File: config.mk
export PLATFORM = sky130hd
export DESIGN_NAME = mem_ctrl
export DESIGN_NICKNAME = d
export VERILOG_FILES = /design/src/rtl/mem_ctrl.sv
export SDC_FILE = /design/constraint.sdc
export NUM_CORES = 1
export LEC_CHECK = 0
export BUFFER_PORTS_ARGS = -buffer_cell sky130_fd_sc_hd__buf_2
export CORE_ASPECT_RATIO = 0.75
export CORE_MARGIN = 2
export CORE_UTILIZATION = 53
export DETAILED_ROUTE_END_ITERATION = 10
export PLACE_DENSITY_LB_ADDON = 0.12
export SYNTH_ARGS = -nofsm -noshare
export SYNTH_HDL_FRONTEND = slang
export SYNTH_SLANG_ARGS = --single-unit
File: constraint.sdc
create_clock -name clk_in -period 7.8 [get_ports clk_in]
set_input_delay 1.56 -clock clk_in [delete_from_list [all_inputs] [get_ports clk_in]]
set_output_delay 1.56 -clock clk_in [all_outputs]
set_load 0.005 [all_outputs]
File: src/rtl/mem_ctrl.sv
// Byte-serial memory controller: turns LSB loads/stores and 4-byte instruction
// fetches into single-byte accesses on the 8-bit RAM/IO bus.
module mem_ctrl #(
  parameter int         ADDR_W    = 32,
  parameter logic [1:0] IO_PREFIX = 2'b11
) (
  input  logic              clk_in,
  input  logic              rst_in,
  input  logic              rdy_in,
  input  logic              rob_clear_up,
  input  logic              lsb_visit_mem,
  input  logic              work_type,
  input  logic [2:0]        word_size,
  input  logic [ADDR_W-1:0] addr,
  input  logic [31:0]       data_in,
  output logic              cache_ready,
  output logic              is_load,
  output logic [31:0]       data_out,
  input  logic              if_req,
  input  logic [ADDR_W-1:0] if_addr,
  output logic              if_ready,
  output logic [31:0]       if_data,
  input  logic              io_buffer_full,
  input  logic [7:0]        mem_din,
  output logic [7:0]        mem_dout,
  output logic [ADDR_W-1:0] mem_a,
  output logic              mem_wr
);
  typedef enum logic [1:0] {IDLE = 2'd0, RD = 2'd1, WR = 2'd2} state_t;

  localparam logic [ADDR_W-1:0] ONE = {{(ADDR_W-1){1'b0}}, 1'b1};

  state_t            state_q, state_d;
  logic [2:0]        cnt_q, cnt_d;
  logic [2:0]        n_q, n_d;
  logic              zext_q, zext_d;
  logic              fetch_q, fetch_d;
  logic [31:0]       wdata_q, wdata_d;
  logic [31:0]       buf_q, buf_d;
  logic [ADDR_W-1:0] mem_a_q, mem_a_d;
  logic [7:0]        mem_dout_q, mem_dout_d;
  logic              mem_wr_q, mem_wr_d;
  logic              cache_ready_q, cache_ready_d;
  logic              is_load_q, is_load_d;
  logic [31:0]       data_out_q, data_out_d;
  logic              if_ready_q, if_ready_d;
  logic [31:0]       if_data_q, if_data_d;

  logic [2:0]  n_req;
  logic [2:0]  last_idx;
  logic        io_blocked;
  logic        can_accept;
  logic [31:0] shifted;
  logic [31:0] ext;

  always_comb begin
    case (word_size[1:0])
      2'd0:    n_req = 3'd1;
      2'd1:    n_req = 3'd2;
      default: n_req = 3'd4;
    endcase
  end

  // A waiting IO store holds the bus for the LSB, so fetches stay blocked too.
  assign io_blocked = !work_type && (addr[17:16] == IO_PREFIX) && io_buffer_full;
  assign can_accept = !cache_ready_q && !if_ready_q && !rob_clear_up;
  assign last_idx   = n_q - 3'd1;
  // Read bytes shift in from the top, so an N-byte value ends up in the top N bytes.
  assign shifted    = {mem_din, buf_q[31:8]};

  always_comb begin
    case (n_q)
      3'd1:    ext = zext_q ? {24'd0, shifted[31:24]} : {{24{shifted[31]}}, shifted[31:24]};
      3'd2:    ext = zext_q ? {16'd0, shifted[31:16]} : {{16{shifted[31]}}, shifted[31:16]};
      default: ext = shifted;
    endcase
  end

  always_comb begin
    state_d       = state_q;
    cnt_d         = cnt_q;
    n_d           = n_q;
    zext_d        = zext_q;
    fetch_d       = fetch_q;
    wdata_d       = wdata_q;
    buf_d         = buf_q;
    mem_a_d       = mem_a_q;
    mem_dout_d    = mem_dout_q;
    mem_wr_d      = 1'b0;
    cache_ready_d = 1'b0;
    is_load_d     = is_load_q;
    data_out_d    = data_out_q;
    if_ready_d    = 1'b0;
    if_data_d     = if_data_q;
    case (state_q)
      IDLE: begin
        if (can_accept) begin
          if (lsb_visit_mem) begin
            if (!io_blocked) begin
              mem_a_d = addr;
              n_d     = n_req;
              zext_d  = word_size[2];
              fetch_d = 1'b0;
              wdata_d = data_in;
              cnt_d   = 3'd0;
              if (work_type) begin
                state_d = RD;
              end else begin
                state_d    = WR;
                mem_wr_d   = 1'b1;
                mem_dout_d = data_in[7:0];
              end
            end
          end else if (if_req) begin
            mem_a_d = if_addr;
            n_d     = 3'd4;
            zext_d  = 1'b0;
            fetch_d = 1'b1;
            cnt_d   = 3'd0;
            state_d = RD;
          end
        end
      end
      RD: begin
        if (rob_clear_up) begin
          state_d = IDLE;
        end else begin
          cnt_d = cnt_q + 3'd1;
          if (cnt_q < last_idx) mem_a_d = mem_a_q + ONE;
          // cnt_q counts cycles since the first address; byte cnt_q-1 arrives now.
          if (cnt_q != 3'd0) buf_d = shifted;
          if (cnt_q == n_q) begin
            state_d = IDLE;
            if (fetch_q) begin
              if_ready_d = 1'b1;
              if_data_d  = shifted;
            end else begin
              cache_ready_d = 1'b1;
              is_load_d     = 1'b1;
              data_out_d    = ext;
            end
          end
        end
      end
      WR: begin
        // A store in flight is already committed, so a flush does not stop it.
        if (cnt_q == last_idx) begin
          state_d       = IDLE;
          cache_ready_d = 1'b1;
          is_load_d     = 1'b0;
        end else begin
          cnt_d      = cnt_q + 3'd1;
          mem_a_d    = mem_a_q + ONE;
          mem_dout_d = wdata_q[15:8];
          wdata_d    = {8'd0, wdata_q[31:8]};
          mem_wr_d   = 1'b1;
        end
      end
      default: state_d = IDLE;
    endcase
  end

  always_ff @(posedge clk_in or posedge rst_in) begin
    if (rst_in) begin
      state_q       <= IDLE;
      cnt_q         <= 3'd0;
      n_q           <= 3'd0;
      zext_q        <= 1'b0;
      fetch_q       <= 1'b0;
      wdata_q       <= 32'd0;
      buf_q         <= 32'd0;
      mem_a_q       <= '0;
      mem_dout_q    <= 8'd0;
      mem_wr_q      <= 1'b0;
      cache_ready_q <= 1'b0;
      is_load_q     <= 1'b0;
      data_out_q    <= 32'd0;
      if_ready_q    <= 1'b0;
      if_data_q     <= 32'd0;
    end else if (rdy_in) begin
      state_q       <= state_d;
      cnt_q         <= cnt_d;
      n_q           <= n_d;
      zext_q        <= zext_d;
      fetch_q       <= fetch_d;
      wdata_q       <= wdata_d;
      buf_q         <= buf_d;
      mem_a_q       <= mem_a_d;
      mem_dout_q    <= mem_dout_d;
      mem_wr_q      <= mem_wr_d;
      cache_ready_q <= cache_ready_d;
      is_load_q     <= is_load_d;
      data_out_q    <= data_out_d;
      if_ready_q    <= if_ready_d;
      if_data_q     <= if_data_d;
    end
  end

  assign cache_ready = cache_ready_q;
  assign is_load     = is_load_q;
  assign data_out    = data_out_q;
  assign if_ready    = if_ready_q;
  assign if_data     = if_data_q;
  assign mem_dout    = mem_dout_q;
  assign mem_a       = mem_a_q;
  // A frozen cycle must never repeat the pending write.
  assign mem_wr      = mem_wr_q & rdy_in;
endmodule

---- Word-level counts from Yosys, hierarchy flattened ----
Cells that the tools add are included.
word-level totals
  register bits ........................... 182
  bits in latches ......................... 0
  memory bits (writable) .................. 0
  ROM bits ................................ 0
  word-level logic and storage cells ...... 137
  memories ................................ 0
operators by class
  $add $sub $neg .......................... 3
  $mul .................................... 0
  divide/modulo/power cells ............... 0
  order comparisons ....................... 1
  equality and inequality tests ........... 22
  shift-type cells ........................ 0
  mux-type cells .......................... 68
  bitwise operators ....................... 3
  reduce and logical (&&, ||, !) cells .... 25
operator list
  operator                                                          number
  32-bit 2-to-1 mux                                                 13
  32-bit one-hot mux with 2 select lines                            2
  32-bit one-hot mux with 3 select lines                            1
  8-bit 2-to-1 mux                                                  5
  32-bit by 1-bit adder with 32-bit output (second input constant)  1
  3-bit 2-to-1 mux                                                  9
  1-bit 2-to-1 mux                                                  23
  2-bit inequality test (second input constant)                     11
  6-bit AND reduction                                               3
  2-bit 2-to-1 mux                                                  8
  8-bit one-hot mux with 2 select lines                             1
  5-bit AND reduction                                               3
  7-bit AND reduction                                               2
  3-bit inequality test (second input constant)                     3
  3-bit one-hot mux with 3 select lines                             1
  8-bit AND reduction                                               1
  3-bit == test                                                     2
  1-bit one-hot mux with 2 select lines                             3
  2-bit one-hot mux with 3 select lines                             1
  3-bit one-hot mux with 2 select lines                             1
  2-bit nonzero test                                                3
  3-bit nonzero test                                                2
  2-bit by 1-bit == test with 1-bit output (second input constant)  2
  2-bit == test (second input constant)                             2
  other kinds (11)                                                  19

---- Logic depth before layout (Yosys ltp) ----
Gate-level depths: netlist of the first run.
  word-level depth ........................ 7
  mapped depth ............................ 11

---- Least setup slack after synthesis of the first run ----
OpenSTA, ideal clock, no wires.
  path type ............................... input to output
  from .................................... input rdy_in
  to ...................................... output mem_wr
  data arrival time ....................... 1.985 ns
  data required time ...................... 6.240 ns
  slack ................................... 4.255 ns
  cell stages on the path ................. 2
  path buffers ............................ 1
  cell sequence ........................... clkbuf_1 and2_1
between the ends
  cells in the longest elaborated chain, start to end .. 1
RTL lines
  element             line  text
  start: declaration  9     input logic rdy_in,
  1-bit bitwise AND   207   assign mem_wr = mem_wr_q & rdy_in;
  end: declaration    27    output logic mem_wr
No other way between the ends.

---- Worst setup path in the final report of the first run ----
  from .................................... input lsb_visit_mem
  to ...................................... register mem_a_q[31], in the netlist mem_a[31]
between the ends
  cells in the longest elaborated chain, start to end .. 3
RTL lines
  element                                 line  text
  start: declaration                      11    input logic lsb_visit_mem,
  32-bit 2-to-1 mux                       98    if (lsb_visit_mem) begin
  32-bit 2-to-1 mux                       97    if (can_accept) begin
  32-bit one-hot mux with 3 select lines  95    case (state_q)
  end signal: assignment                  188   mem_a_q <= mem_a_d;
  end: declaration                        40    logic [ADDR_W-1:0] mem_a_q, mem_a_d;
Several ways; a longest one is shown, not always the timed one. The select of a mux whose other input is x is not followed.
A chain may end at the register's enable or synchronous reset.

==> results.md, run 1 <==
* Top-area cell type share of the netlist area at 0.501
* WP data arrival at 4.38 ns
* Psw at 1620 uW
* Initial Util at 0.543
* Fillers at 1264
* Clock transition at the registers of the reported paths at 0.07 ns
* Seq pwr share at 0.381
* Detailed Routing Iterations Pass 1 at 10
* CTS Buf Count at 17
* Hold Fails Final Rpt at 0
* Yosys warning count at 0
* Clk_lat worst skew at 0.43 ns
* First-pass GRT wire length at 34900 um
* Net Sw Frac at 0.386
* WHS Path Cells at 1
* Top_reg_cell synth: dfrtp_1
* XOR/XNOR share of the synthesized area at 0.00317
* Setup TNS at 0 ns
* Worst setup startpoint: lsb_visit_mem
* Root buf cell: clkbuf_16
* Tot GR Track Use at 0.264
* # diodes at 0
* Lkg Pwr at 0.00473 uW
* H-tree levels at 4
* FP Rows at 39
* GP Congestion at 0.825
* WS Path Type: input port to flip-flop
* Largest net degree at the start of global routing at 87
* Slew headroom at 0.165
* WL final at 21700 um
* Final Slew Violations at 0
* Area delta synth->final at 22.8%
* Full die area at 16700 sq um
* # nets final at 1135
* Largest family of logic cells by synthesized area: compound AO/OA/AOI/OAI gates
* Worst Reg2Reg Path Length in Cells at 9
* Area after DPL at 9570 sq um
* Min-Delay Startpoint: if_data[0]
* Routed Antenna Nets at 0
* Antenna violations before repair at 1
* DP Wirelength at 14700 um
* Grt total ovfl at 0
* Post-synth EDFFs at 0
* Sequential fraction of the synthesis area at 0.501
* Post-CTS setup buffers at 0
* Adder-Cell Fraction of Synth Area at 0.0196
* Critical path launch point type: input port
* Yosys reg bits at 166
* Net count after synthesis at 939
* Most used standard cell by instance count after synthesis: dfrtp_1
* Post-synth ARST share at 1.00
* Crit-path leading delay family: simple AND/OR/NAND/NOR gates
* Clk pwr share at 0.214
* Worst Setup End Kind: flip-flop
* Number of global-route vias before repair at 6492
* Initial drt markers at 612
* Synth Cell Area at 8300 sq um
* CTS Hold Bufs at 0
* Cell taking the most area after synthesis: dfrtp_1
* Crit path max fanout at 47
* Simple logic cell fraction of the synthesized area at 0.120
* Via density per instance at 5.71
* R2r startpoint: n_q[0]
* Power Density at 411 nW/um^2
* Critical path buffer and inverter count at 2
* I/O Buffers at 222
* Levels on crit path at 7
* Avg WL per Cell at 17.7 um
* Top cells by area, synth: dfrtp_1 (50%), mux2_2 (10%), a21oi_1 (7.2%), mux2i_1 (3.9%), nor2_1 (3.4%)
* Chip Width at 148 um
* Die H at 112 um
* Max-cap violation count at 0
* Post-route cell area at 10200 sq um
* Core box area at 15300 sq um
* Post-synth top cells: dfrtp_1 (166), a21oi_1 (120), mux2_2 (75), nor2_1 (75)
* CP Cell Sequence: buf_2 > buf_4 > nor2_1 > o2bb2ai_1 > or4b_1 > or4_1 > nand4_1
* Vias at 6983
* Fin crit period at 4.03 ns
* Setup violations, final at 0
* Mean post-synth cell area at 10.2 sq um
* Mapped Cells at 811
* Peak supply drop at 0.202 mV
* Largest stage delay on the critical path at 1.10 ns
* Combinational power share at 0.405
* Io pins at 223
* Critical-path cell with the highest stage delay: or4b_1
* RSZ-0062 raised after global routing: no
* Post-Place Cells at 1193
* Final period utilization at 0.516
* CP required at 8.15 ns
* TritonCTS clock tree: done
* CTS Sinks at 166
* Status: finished, final reports clean
* Post-cts resize count at 0
* Max Clk Rate at 248 MHz
* Final worst clock skew at 0.00935 ns
* Number of distinct library cells after synthesis at 56
* CTS max path bufs at 2
* Finished Layout Cells at 1224
* Layout cell share with drive strength beyond 1 at 0.347
* Worst hold path class: flip-flop to flip-flop
* Cell Int Power at 2570 uW
* Compound-gate portion of the synthesized area at 0.175
* Post-route DRC at 0
* Post-synthesis mux area share at 0.140
* Worst-Margin Slew at 1.25 ns
## cells in the final DEF (no fill, tap or decap), drive strengths merged, types with 13 or more instances in the layout
cell type  netlist  layout
clkbuf          35      18
o21ai           31      31
nor2            75      75
nand3           22      22
o22ai           13      13
mux2i           32      32
nand4           15      15
a21oi          120     120
mux2            75      75
buf             21     233
inv             28      36
ha              13      13
dfrtp          166     166
nand2           35      35
## area by class of cell
class | count | area, sq um | share of cell area
Multi-Input combinational cell | 561 | 3850 | 0.378
Timing Repair Buffer | 233 | 1190 | 0.117
Inverter | 28 | 110 | 0.0108
Tap cell | 205 | 256 | 0.0252
Sequential cell | 166 | 4150 | 0.408
Clock inverter | 13 | 184 | 0.0181
Clock buffer | 18 | 439 | 0.0431
## final timing paths
check,slack (ns),to
setup / recovery,3.77,mem_a[31]
setup reg to reg,4.28,mem_a[31]
hold reg to reg,0.50,if_data[0]
max in group asynchronous,4.98,mem_a[2]
hold / removal,0.50,if_data[0]
min in group asynchronous,1.29,data_out[22]
## power groups by stage
stage	sequential (uW)	combinational, uW	clock [uW]
3_3_place_gp	1590	1650	0
6_report	1600	1700	895
5_1_grt	1660	1880	952
2_1_floorplan	1540	1130	0
4_1_cts	1590	1700	908
3_5_place_dp	1610	1690	0
## registers in the layout, summed over array words and instances (netlist names)
signal       flops
if_data         32
is_load          1
mem_wr_q         1
fetch_q          1
state_q          2
buf_q           24
data_out        32
wdata_q         24
zext_q           1
if_ready         1
mem_dout         8
cnt_q            3
cache_ready      1
mem_a           32
n_q              3
## through the flow
step           hold WS, ns  setup slack (ns)   util  total power (uW)
2_1_floorplan        0.478              1.75      -              2670
3_3_place_gp         0.485              3.44  0.626              3240
3_5_place_dp         0.490              3.37  0.626              3290
4_1_cts              0.509              3.81  0.667              4200
5_1_grt              0.518              3.61  0.667              4490
6_report             0.502              3.77  0.667              4190
## routing by layer
layer	vias up	track usage	wire length, um
met2	255	0.365	9240
met3	27	0.0748	1850
met4	2	0.0610	266
li1	3345	-	-
met5	-	0	11
met1	3354	0.411	10300
## cells by family after synthesis
logic type / after synthesis
AOI/OAI and AO/OA: 238
and+or+nand+nor: 200
DFF: 166
muxes: 107
buffers and inverters: 84
adders and majority gates: 13
xor gates and xnor gates: 3
No activity file was read; power rests on OpenSTA's default activity.
==> inputs of run 2 (changes only) <==
--- a/config.mk
+++ b/config.mk
@@ -8,7 +8,7 @@
 export BUFFER_PORTS_ARGS = -buffer_cell sky130_fd_sc_hd__buf_2
 export CORE_ASPECT_RATIO = 0.75
 export CORE_MARGIN = 2
-export CORE_UTILIZATION = 53
+export CORE_UTILIZATION = 48
 export DETAILED_ROUTE_END_ITERATION = 10
 export PLACE_DENSITY_LB_ADDON = 0.12
 export SYNTH_ARGS = -nofsm -noshare
==> constraint.sdc (replaced) <==
create_clock -name clk_in -period 3.7 [get_ports clk_in]
set_input_delay 0.74 -clock clk_in [delete_from_list [all_inputs] [get_ports clk_in]]
set_output_delay 0.74 -clock clk_in [all_outputs]
set_load 0.005 [all_outputs]
==> run 2 against run 1 <==
Against the previous run:
- clock-buffer cell count is the same
- first-iteration DRC count shrank 3.1%
- total power grew 110%
- clock power grew 110%
- setup slack lost 3.1 ns
- via count grew 0.29%
- critical endpoint unchanged
- highest routed layer is now met4
==> results.md, run 2 (synthesis results as in run 1) <==
* Routed Antenna Nets at 0 (unchanged)
* Largest net degree at the start of global routing at 167 (was 87)
* Worst hold path class: flip-flop to flip-flop (unchanged)
* Final Slew Violations at 0 (unchanged)
* Top cell by count, worst path: ha_1
* # nets final at 1139 (was 1135)
* First-pass GRT wire length at 34700 um (was 34900 um)
* DP Wirelength at 14800 um (was 14700 um)
* I/O Buffers at 222 (unchanged)
* WP data arrival at 3.35 ns (was 4.38 ns)
* Final worst clock skew at 0.0120 ns (was 0.00935 ns)
* Core box area at 16900 sq um (was 15300 sq um)
* Chip Width at 156 um (was 148 um)
* Clock transition at the registers of the reported paths at 0.06 ns (was 0.07 ns)
* Most common cell after layout, fill and taps aside: buf_2 (unchanged)
* Layout cell share with drive strength beyond 1 at 0.350 (was 0.347)
* CP required at 4.05 ns (was 8.15 ns)
* Post-CTS setup buffers at 0 (unchanged)
* Final period utilization at 0.813
* Critical path buffer and inverter count at 1 (was 2)
* Clk_lat worst skew at 0.42 ns (was 0.43 ns)
* Setup violations, final at 0 (unchanged)
* Slew headroom at 0.322 (was 0.165)
* Root buf cell: clkbuf_16 (unchanged)
* Setup TNS at 0 ns (unchanged)
* TritonCTS clock tree: done (unchanged)
* Fin crit period at 3.01 ns
* CTS max path bufs at 2 (unchanged)
* WL final at 21500 um (was 21700 um)
* Post-cts resize count at 0 (unchanged)
* Via density per instance at 5.64 (was 5.71)
* Avg WL per Cell at 17.4 um (was 17.7 um)
* Post-route DRC at 0 (unchanged)
* CTS Buf Count at 17 (unchanged)
* Vias at 7003 (was 6983)
* CTS Hold Bufs at 0 (unchanged)
* Full die area at 18400 sq um (was 16700 sq um)
* Peak supply drop at 0.334 mV (was 0.202 mV)
* Worst-Margin Slew at 1.01 ns (was 1.25 ns)
* Status: finished, final reports clean (unchanged)
* Lkg Pwr at 0.00475 uW (was 0.00473 uW)
* Hold Fails Final Rpt at 0 (unchanged)
* Critical path launch point type: flip-flop (was input port)
* GP Congestion at 0.822 (was 0.825)
* Tot GR Track Use at 0.238 (was 0.264)
* Initial Util at 0.492 (was 0.543)
* Io pins at 223 (unchanged)
* Most frequent cells in the layout: buf_2 (222), dfrtp_1 (166), a21oi_1 (118) (unchanged)
* RSZ-0062 raised after global routing: no (unchanged)
* Pre-CTS setup slack at 0.706 ns (was 3.37 ns)
* Crit path max fanout at 12 (was 47)
* Crit-path leading delay family: simple AND/OR/NAND/NOR gates (unchanged)
* WS Path Type: flip-flop to flip-flop (was input port to flip-flop)
* Largest stage delay on the critical path at 0.67 ns (was 1.10 ns)
* Worst Slack Setup Final at 0.692 ns (was 3.77 ns)
* H-tree levels at 4 (unchanged)
* Max-cap violation count at 0 (unchanged)
* Power Density at 862 nW/um^2 (was 411 nW/um^2)
* Worst Setup End Kind: flip-flop (unchanged)
* Area delta synth->final at 23.6% (was 22.8%)
* Number of global-route vias before repair at 6506 (was 6492)
* Pwr Total at 8840 uW (was 4190 uW)
* Initial drt markers at 593 (was 612)
* Die H at 118 um (was 112 um)
* Antenna violations before repair at 2 (was 1)
* Critical-path cell with the highest stage delay: or4b_1 (unchanged)
* Detailed Routing Iterations Pass 1 at 7 (was 10)
* Grt total ovfl at 0 (unchanged)
* FP Rows at 41 (was 39)
* Max Clk Rate at 332 MHz
* CTS Sinks at 166 (unchanged)
* CP Cell Sequence: inv_1 > ha_1 > xnor2_1 > ha_1 > a211o_1 > o21ai_1 > or4b_1 > or4_1 > nand4_1 (was buf_2 > buf_4 > nor2_1 > o2bb2ai_1 > or4b_1 > or4_1 > nand4_1)
run 2: final cells by class:
cell class,count,area (sq um)
fillers,1515,6620
flip-flops and latches,166,4150
multi-input cells,561,3850
repair buffers,237,1250
clock buffers,18,429
well taps,215,269
clock inverters,14,189
inverters,28,109
diodes,2,5.00
run 2: layer usage:
layer,global-route usage,vias up,share of wire
li1,-,3361,-
met1,0.371,3376,0.49
met2,0.331,253,0.42
met3,0.0585,13,0.072
met4,0.0591,0,0.0093
met5,0,-,0
run 2: report_power, final:
part	internal (uW)	total, uW	leakage (uW)	switching (uW)
clock	1090	1860	0.000295	777
combinational	1690	3610	0.00244	1910
sequential	2660	3370	0.00202	710
run 2: stage by stage:
stage | util | std cells | area (sq um) | hold slack (ns)
floorplan | - | 811 | 8300 | 0.478
global placement | 0.571 | 1207 | 9630 | 0.484
detailed placement | 0.571 | 1207 | 9630 | 0.491
CTS | 0.607 | 1239 | 10200 | 0.506
global route | 0.607 | 1240 | 10300 | 0.521
finish | 0.608 | 1241 | 10300 | 0.502
run 2: worst paths after layout:
| kind | start | end | slack (ns) | depth (start not counted) |
|---|---|---|---|---|
| worst min-delay path | if_data[7] | if_data[7] | 0.50 | 1 |
| worst max register to register | n_q[1] | mem_a[31] | 0.69 | 9 |
| worst min register to register | if_data[7] | if_data[7] | 0.50 | 1 |
| max in group asynchronous | rst_in | mem_a[27] | 2.45 | 3 |
| min in group asynchronous | rst_in | wdata_q[25] | 0.56 | 3 |
| worst max-delay path | n_q[1] | mem_a[31] | 0.69 | 9 |
==> inputs of run 3 (changes only) <==
--- a/config.mk
+++ b/config.mk
@@ -8,7 +8,7 @@
 export BUFFER_PORTS_ARGS = -buffer_cell sky130_fd_sc_hd__buf_2
 export CORE_ASPECT_RATIO = 0.75
 export CORE_MARGIN = 2
-export CORE_UTILIZATION = 48
+export CORE_UTILIZATION = 53
 export DETAILED_ROUTE_END_ITERATION = 10
 export PLACE_DENSITY_LB_ADDON = 0.12
 export SYNTH_ARGS = -nofsm -noshare
==> constraint.sdc (replaced) <==
create_clock -name clk_in -period 2.9 [get_ports clk_in]
set_input_delay 0.58 -clock clk_in [delete_from_list [all_inputs] [get_ports clk_in]]
set_output_delay 0.58 -clock clk_in [all_outputs]
set_load 0.005 [all_outputs]
==> run 3 against run 2 <==
Against the previous run:
- global-route usage rose by 2.6 points
- clock power rose by 32%
- total power rose by 30%
- fmax rose by 9.5%
- via count rose by 0.60%
- first-iteration DRC count fell by 7.6%
- clock skew fell by 0.0010 ns
- routed wire length barely moved
- register-to-register slack got worse by 0.54 ns
- worst hold slack got worse by 0.35 ns
- largest power group unchanged
==> results.md, run 3 (synthesis results as in run 1) <==
* Tot GR Track Use at 0.264 (was 0.238)
* Post-cts resize count at 0 (unchanged)
* Worst setup startpoint: n_q[1] (unchanged)
* Critical R2R Capture: mem_a[21] (was mem_a[31])
* CTS max path bufs at 2 (unchanged)
* Pwr Total at 11500 uW (was 8840 uW)
* Worst reg-to-reg setup slack at 0.15 ns (was 0.69 ns)
* Critical path launch point type: flip-flop (unchanged)
* Post-CTS setup buffers at 0 (unchanged)
* Highest metal used: met5 (was met4)
* Root buf cell: clkbuf_16 (unchanged)
* Die H at 112 um (was 118 um)
* FP Rows at 39 (was 41)
* Fillers at 1254 (was 1515)
* Final Slew Violations at 0 (unchanged)
* Lkg Pwr at 0.00483 uW (was 0.00475 uW)
* WL final at 21500 um (about the same)
* Area after DPL at 9720 sq um (was 9630 sq um)
* I/O Buffers at 222 (unchanged)
* Area delta synth->final at 25.0% (was 23.6%)
* Crit path max fanout at 37 (was 12)
* Most frequent cells in the layout: buf_2 (222), dfrtp_1 (166), a21oi_1 (118) (unchanged)
* Finished Layout Cells at 1242 (was 1241)
* Initial drt markers at 548 (was 593)
* Wl on met1 at 10400 um (was 10600 um)
* GP Congestion at 0.859 (was 0.822)
* Worst Slack Setup Final at 0.153 ns (was 0.692 ns)
* CTS Hold Bufs at 0 (unchanged)
* Pre-CTS setup slack at 0.165 ns (was 0.706 ns)
* Chip Width at 148 um (was 156 um)
* Largest net degree at the start of global routing at 77 (was 167)
* Met3 WL at 1670 um (was 1560 um)
* Initial Util at 0.543 (was 0.492)
* Clk_lat worst skew at 0.42 ns (about the same)
* Post-route DRC at 0 (unchanged)
* Full die area at 16700 sq um (was 18400 sq um)
* R2r startpoint: n_q[1] (unchanged)
* DP Wirelength at 15100 um (was 14800 um)
* CP required at 3.23 ns (was 4.05 ns)
* # diodes at 0 (was 2)
* First-pass GRT wire length at 34700 um (about the same)
* Detailed Routing Iterations Pass 1 at 5 (was 7)
* CTS Sinks at 166 (unchanged)
* Routed Antenna Nets at 0 (unchanged)
* Worst Reg2Reg Path Length in Cells at 10 (was 9)
* Worst-Margin Slew at 0.667 ns (was 1.01 ns)
* WP data arrival at 3.08 ns (was 3.35 ns)
* TritonCTS clock tree: done (unchanged)
* Setup crit end: mem_a[21] (was mem_a[31])
* Io pins at 223 (unchanged)
* H-tree levels at 4 (unchanged)
* Post-Place Cells at 1209 (was 1207)
* Fin crit period at 2.75 ns (was 3.01 ns)
* Met2 wire len at 9090 um (was 9150 um)
* Final worst clock skew at 0.0110 ns (was 0.0120 ns)
* Power Density at 1110 nW/um^2 (was 862 nW/um^2)
* CTS Buf Count at 17 (unchanged)
* # nets final at 1152 (was 1139)
* WS Path Type: flip-flop to flip-flop (unchanged)
* Status: finished, final reports clean (unchanged)
* Slew headroom at 0.555 (was 0.322)
* Layout Utilization at 0.679 (was 0.608)
* Core box area at 15300 sq um (was 16900 sq um)
* Setup violations, final at 0 (unchanged)
* Max Clk Rate at 364 MHz (was 332 MHz)
* Antenna violations before repair at 1 (was 2)
* Number of global-route vias before repair at 6530 (was 6506)
* Layout cell share with drive strength beyond 1 at 0.359 (was 0.350)
* Worst hold path class: input port to async pin (was flip-flop to flip-flop)
* Most common cell after layout, fill and taps aside: buf_2 (unchanged)
* Vias at 7045 (was 7003)
* Clock transition at the registers of the reported paths at 0.07 ns (was 0.06 ns)
* Worst Setup End Kind: flip-flop (unchanged)
* RSZ-0062 raised after global routing: yes (was no)
* Via density per instance at 5.67 (was 5.64)
* Peak supply drop at 0.586 mV (was 0.334 mV)
* Post-route cell area at 10400 sq um (was 10300 sq um)
* Avg WL per Cell at 17.3 um (was 17.4 um)
* Final period utilization at 0.947 (was 0.813)
* Grt total ovfl at 0 (unchanged)
* Hold Fails Final Rpt at 0 (unchanged)
* Max-cap violation count at 0 (unchanged)
[run 3: cell count changes in the layout (fill, tap and decap cells not counted), sizes merged]
cell,before,now
inv,34,32
clkinv,1,5
clkinvlp,4,2
bufinv,3,4
diode,2,0
buf,237,250
clkbuf,18,17
[run 3: critical path: stages (launching register included)]
cell and delay [ns]:
dfrtp_1 0.41, inv_1 0.08, ha_1 0.19, xnor2_1 0.13, ha_1 0.32, a211o_1 0.31
o21ai_1 0.15, or4b_1 0.47, buf_4 0.27, a21oi_1 0.16, a2bb2oi_1 0.18
[run 3: layer usage]
metal  vias up  GRT usage
li1       3391          -
met1      3375      0.407
met2       251      0.370
met3        26     0.0659
met4         2     0.0724
met5         -          0
[run 3: through the flow]
stage / hold WS [ns] / TNS [ns]
after floorplan: 0.478 / 0
after global placement: 0.485 / 0
after detailed placement: 0.491 / 0
after CTS: 0.151 / 0
after global routing: 0.170 / -0.00897
final: 0.151 / 0
[run 3: where the power goes]
group	internal, uW	switching [uW]
clock	1470	988
sequential	3400	890
combinational	2240	2500
total	7100	4370
[run 3: layout make-up]
class                           count  area, sq um  share of cell area
Clock buffer                       17          425              0.0410
Clock inverter                     15          216              0.0209
Inverter                           28          109              0.0105
Multi-Input combinational cell    561         3850               0.371
Sequential cell                   166         4150               0.401
Tap cell                          205          256              0.0247
Timing Repair Buffer              250         1360               0.131
[run 3: how the worst min path moves through the flow]
stage / startpoint / end / slack [ns] / depth (start not counted)
global placement: if_data[24] / if_data[24] / 0.49 / 1
floorplan: zext_q / zext_q / 0.48 / 1
finish: rst_in / wdata_q[24] / 0.15 / 2
global route: rst_in / wdata_q[31] / 0.17 / 2
CTS: rst_in / wdata_q[24] / 0.15 / 2
detailed placement: if_data[11] / if_data[11] / 0.49 / 1
